--- config.mk ---
export PLATFORM = sky130hd
export DESIGN_NAME = fetch_unit
export DESIGN_NICKNAME = d
export VERILOG_FILES = /design/src/rtl/fetch_unit.sv
export SDC_FILE = /design/constraint.sdc
export NUM_CORES = 1
export LEC_CHECK = 0
export BUFFER_PORTS_ARGS = -buffer_cell sky130_fd_sc_hd__buf_2
export CORE_ASPECT_RATIO = 2
export CORE_MARGIN = 2
export CORE_UTILIZATION = 40
export DETAILED_ROUTE_END_ITERATION = 8
export GPL_TIMING_DRIVEN = 0
export PLACE_DENSITY = 0.65
export SLEW_MARGIN = 20
export SYNTH_ARGS = -nofsm -noshare
export SYNTH_HDL_FRONTEND = slang
export SYNTH_SLANG_ARGS = --single-unit
--- constraint.sdc ---
create_clock -name clk -period 9.6 [get_ports clk]
set_input_delay 1.44 -clock clk [delete_from_list [all_inputs] [get_ports clk]]
set_output_delay 1.44 -clock clk [all_outputs]
set_load 0.01 [all_outputs]
--- src/rtl/fetch_unit.sv ---
// Instruction-fetch stage: issues PCs to the ICache, queues returned words in a
// 2-entry FIFO and hands {pc, inst} to decode; handles redirects and in-flight kills.
module fetch_unit #(
  parameter logic [31:0] RESET_PC = 32'h0000_0000
) (
  input  logic        clk,
  input  logic        rst,
  output logic [31:0] FetchAddr,
  input  logic [31:0] CacheInst,
  input  logic        CacheStall,
  input  logic        RedirectValid,
  input  logic [31:0] RedirectPc,
  output logic        IfValid,
  output logic [31:0] IfPc,
  output logic [31:0] IfInst,
  input  logic        DecodeReady
);

  logic [31:0] pc;
  logic [31:0] req_pc;
  logic        req_valid;
  logic        kill;
  logic [1:0]  count;
  logic [31:0] fifo_pc   [2];
  logic [31:0] fifo_inst [2];

  logic        resp;
  logic        pop;
  logic        push;
  logic        issue;
  logic        kill_pend;
  logic [2:0]  occ;
  logic        wr_idx;

  assign resp      = req_valid & ~CacheStall;
  assign IfValid   = (count != 2'd0);
  assign pop       = IfValid & DecodeReady;
  assign push      = resp & ~kill & ~RedirectValid;
  assign kill_pend = kill & req_valid & CacheStall;

  // Occupancy after this cycle's reply and pop; a new issue needs a free slot for its reply.
  assign occ   = {1'b0, count} + {2'b00, resp & ~kill} - {2'b00, pop};
  assign issue = ~RedirectValid & ~CacheStall & ~kill_pend & (occ <= 3'd1);

  assign FetchAddr = issue ? pc : req_pc;
  assign IfPc      = IfValid ? fifo_pc[0]   : '0;
  assign IfInst    = IfValid ? fifo_inst[0] : '0;

  // Head is slot 0; a push lands behind whatever survives this cycle's pop.
  assign wr_idx = count[1] | (count[0] & ~pop);

  always_ff @(posedge clk or negedge rst) begin
    if (!rst) begin
      pc        <= RESET_PC;
      req_pc    <= '0;
      req_valid <= 1'b0;
      kill      <= 1'b0;
    end else begin
      if (issue) begin
        req_pc    <= pc;
        req_valid <= 1'b1;
        pc        <= pc + 32'd4;
      end else if (RedirectValid) begin
        pc <= RedirectPc & ~32'd3;
        if (!CacheStall) req_valid <= 1'b0;
      end else if (resp) begin
        req_valid <= 1'b0;
      end
      // Kill survives further redirects until the stalled reply finally returns.
      kill <= (RedirectValid & req_valid & CacheStall) | (kill & ~resp);
    end
  end

  always_ff @(posedge clk or negedge rst) begin
    if (!rst) begin
      count        <= '0;
      fifo_pc[0]   <= '0;
      fifo_pc[1]   <= '0;
      fifo_inst[0] <= '0;
      fifo_inst[1] <= '0;
    end else if (RedirectValid) begin
      count <= '0;
    end else begin
      count <= count + {1'b0, push} - {1'b0, pop};
      if (pop) begin
        fifo_pc[0]   <= fifo_pc[1];
        fifo_inst[0] <= fifo_inst[1];
      end
      if (push) begin
        fifo_pc[wr_idx]   <= req_pc;
        fifo_inst[wr_idx] <= CacheInst;
      end
    end
  end

  no_overflow: assert property (@(posedge clk) disable iff (!rst)
    !(push && !pop && count == 2'd2));

endmodule

[After elaboration in Yosys (flattened, before gate mapping)]
Cells that the tools add are included.
Operators by class
  reduce and logical (&&, ||, !) cells: 6
  add/sub/neg operators: 5
  bitwise gates (word level): 22
  $lt $le $gt $ge: 3
  eq/ne operators: 1
  multiplexer cells: 20
Operators with widths (count)
  $mux W32: 10
  $bwmux W64: 2
  $mux W64: 2
  $add A32 B3 Y32 const B: 1
  $demux W32 S1: 1
  $and A1 B1 Y1: 13
  $not A1 Y1: 6
  $mux W1: 4
  $reduce_and A2 Y1: 2
  $reduce_bool A2 Y1: 2
  $add A2 B1 Y3: 1
  $le A3 B1 Y1 const B: 1
  $ne A3 B2 Y1 const B: 1
  $reduce_bool A3 Y1: 1
  $sub A3 B1 Y3: 1
  $add A2 B1 Y2: 1
  $ge A2 B2 Y1 const B: 1
  $lt A2 B1 Y1 const B: 1
  $mux W2: 1
  $not A1 Y2: 1
  $or A1 B1 Y1: 2
  $sub A2 B1 Y2: 1
  $logic_and A1 B1 Y1: 1
Word-level totals
  bits of input ports: 69
  register bits after elaboration: 196
  output and inout bits: 97
  logic and storage cells: 66

[Depth between registers and ports, before layout]
  word-level depth: 12
  gate-level depth with buffers: 11
  gate-level depth less buffers: 9

[Worst setup path after synthesis]
Ideal clock, no wire load.
  path kind: input-to-output
  start: input CacheStall
  end: output FetchAddr[10]
  arrival: 3.771 ns
  required time: 8.160 ns
  cell stages on the path: 10
  setup slack: 4.389 ns
  path buffers: 1
  cell sequence: nor3b_1 or2_2 nand2_1 ha_1 fa_1 xor2_1 nand2_1 nor2_2 buf_2 mux2_2
On the way
  longest elaborated chain between the ends: 8
  elaborated cells on any way between the ends: 12
  those cells by class: 2 x add/sub; 1 x order compare; 1 x mux; 8 x bitwise
Ends and longest elaborated chain
  start, declared: line 10  | input logic CacheStall,
  $not A1 Y1: line 35, 43
  $and A1 B1 Y1: line 35  | assign resp = req_valid & ~CacheStall;
  $and A1 B1 Y1: line 42  | assign occ = {1'b0, count} + {2'b00, resp & ~kill} - {2'b00, pop};
  $add A2 B1 Y3: line 42
  $sub A3 B1 Y3: line 42
  $le A3 B1 Y1: line 43  | assign issue = ~RedirectValid & ~CacheStall & ~kill_pend & (occ <= 3'd1);
  $and A1 B1 Y1 (*): line 43
  $mux W32 (*)
  end, declared: line 8  | output logic [31:0] FetchAddr,
Mark *: on every way between the ends. The rest lies on a longest branch, timed or not.

[Worst setup path after layout]
  start: input CacheStall
  end: output FetchAddr[30]
Same word-level chain as after synthesis.

==> flow_summary.toml <==
[critical_path]
timing.rr.end = "req_pc[26]"
cp-start-kind = "primary input"
r2r_slack_ps = 5660
cp-end-kind = "output pin"
cp_max_fo = 10
reg2regPathDepth = 11
timing.rr.start = "count[1]"
crit_type = "primary input to output pin"
arrival_ps = 4940
required_ps = 8160

[synth]
synth_top_area_frac = 0.5394
syn_inst = 788
yosysSeqAreaShare = 0.5394
yosys.area_share.simple = 0.1406
synthAdderAreaFrac = 0.006395
synth_area_leaders = "dfrtp_1 (54%), mux2_1 (7.8%), mux2i_1 (6.5%), and2_1 (4.8%), mux2_2 (4.0%)"
ys_ff_latch = 194
ys_types = 56
synth_edf_count = 0
avgSynthCellArea_sq_um = 11.42
netlist_area_sq_um = 9000
synth_top_family_by_area = "multiplexers"
yosysWarnings = 0
synth_xor_area_frac = 0.009732
synth_compound_area_frac = 0.09273
synth.area.mux_share = 0.1821
synth_ff_type = "dfrtp_1"
synthArstFlopShare = 1.000
syn_nets = 861
yosys.area.top_type = "dfrtp_1"

[timing]
finalHoldViolCount = 0
hold_ws_ps = 492.3
period_share = 0.6641
setup_viol = 0
slew_headroom = 0.4771
tns_ps = 0
tightest_slew_ps = 780.9
skew_ps = 12.44
drv_slew = 0
max_freq_mhz = 156.9
rsz0062_at_grt = "no"
finalCriticalPeriod_ps = 6375

[global_route]
antenna_found_initial = 0
grt_use_total = 0.2096
grt_max_degree = 97
grt_pass1_wl_mm = 37.58
overflow = 0
grt_pass1_vias = 7193

[pwr]
leakage_uw = 0.005077
pwr_density_cell_nw_per_um2 = 281.5
report.power.total_uw = 3054
ir_drop_v = 0.0001190

[finish]
layout-drive-gt1-share = 0.2670
fin_util = 0.4916
area_delta_synth_final_pct = 20.52
ff_latch_area_sq_um = 4855
instances_no_fill = 1261
n_antenna_cell = 0
nFillCells = 2102
nets = 1045
multi_input_area_sq_um = 3889
mostFrequentLayoutCells = "dfrtp_1 (194), buf_2 (188), nand2_1 (80)"
layout_commonest_cell = "dfrtp_1"

[hold_path]
holdPathEnd = "fifo_pc[27]"
holdPathStages = 1
min_from = "fifo_pc[27]"
min_path_type = "register to register"

[clock_tree]
cts.sinks = 194
cts-resized-gates = 0
clock_latency_ps = 440
cts_hold_buf = 0
numCtsBuffers = 17
cts_setup_buffers = 0
clockBufferDepth = 2
path_clk_slew_ps = 70
cts-root-buf = "clkbuf_16"
htree_levels = 4
cts_tree = "done"

[job]
drv_cap = 0

[placed_design]
io_buffers = 163
gp_congestion = 0.8414
hpwlAfterDp_mm = 18.09
dp.cells = 1229

[routing]
vias = 6766
dr.pass1.iters = 4
via_per_inst = 5.366
wl_per_cell_um = 18.89
antenna_left = 0
drt_iter0_drc = 355
drcViolationCount = 0
wl_mm = 23.82

[die]
die_area_sq_um = 23790
die_w_um = 110.1
dieHeight_um = 216.1
boundaryPins = 166
rows = 77
start_util = 0.4079
core-area_sq_um = 22060

[outcome]
status = "finished clean"
## worst max-delay path: stages
cell     delay (ps)
buf_2           150
nor3b_1         250
or2_2           200
nand2_1          60
ha_1            180
fa_1            410
xor2_1          660
nand2_1         270
nor2_2          360
buf_2           380
mux2_1          390
buf_2           160
## metrics by stage
step	setup WS, ps	instance area, sq um
2_1_floorplan	4389	9000
3_3_place_gp	3283	10160
3_5_place_dp	3256	10230
4_1_cts	3236	10850
5_1_grt	3009	10850
6_report	3225	10850
## synth_stat cells, types with 8 or more instances
| library cell | number |
|---|---|
| nand2_1 | 80 |
| and2_1 | 69 |
| mux2_2 | 32 |
| a311oi_1 | 9 |
| mux2i_1 | 58 |
| mux2_1 | 62 |
| o21ai_0 | 63 |
| clkbuf_1 | 22 |
| buf_2 | 26 |
| nand4_1 | 11 |
| dfrtp_1 | 194 |
| inv_1 | 9 |
| nor2_1 | 19 |
| nand3_1 | 10 |
| a2bb2oi_1 | 8 |
## logic make-up after synthesis
kind of cell | Yosys count
compound gates | 132
xor+xnor | 10
mux | 152
simple gates | 235
buf+inv | 61
fa+ha+maj | 4
flops | 194
## per-layer routing
layer | wire (um) | GRT usage
met1 | 8725 | 0.2234
met2 | 12670 | 0.3689
met3 | 1038 | 0.03970
met4 | 1378 | 0.1295
met5 | 0 | 0
## worst max-delay path by stage
stage,cells past startpoint,endpoint,from,slack [ps]
4_1_cts,12,FetchAddr[26],CacheStall,3240
3_5_place_dp,12,FetchAddr[26],CacheStall,3260
5_1_grt,12,FetchAddr[30],CacheStall,3010
2_1_floorplan,10,FetchAddr[10],CacheStall,4390
3_3_place_gp,12,FetchAddr[30],CacheStall,3280
6_report,12,FetchAddr[30],CacheStall,3220
## final cells by class
class,instances,area share
Clock buffer,17,0.03922
Clock inverter,15,0.01753
Multi-Input combinational cell,533,0.3585
Buffer,52,0.02099
Sequential cell,194,0.4476
Inverter,9,0.003115
Timing Repair Buffer,165,0.08121
Tap cell,276,0.03184
## report_power, final
part           internal [uW]  switching, uW  total (uW)
Clock                    397            345         742
Combinational            467            589        1060
Sequential              1080            173        1260
## flip-flops by register name, indices dropped and copies added, names as in the netlist
| register | flops |
|---|---|
| count | 2 |
| fifo_inst | 64 |
| fifo_pc | 64 |
| kill | 1 |
| pc | 30 |
| req_pc | 32 |
| req_valid | 1 |
No activity file was read; power rests on OpenSTA's default activity.
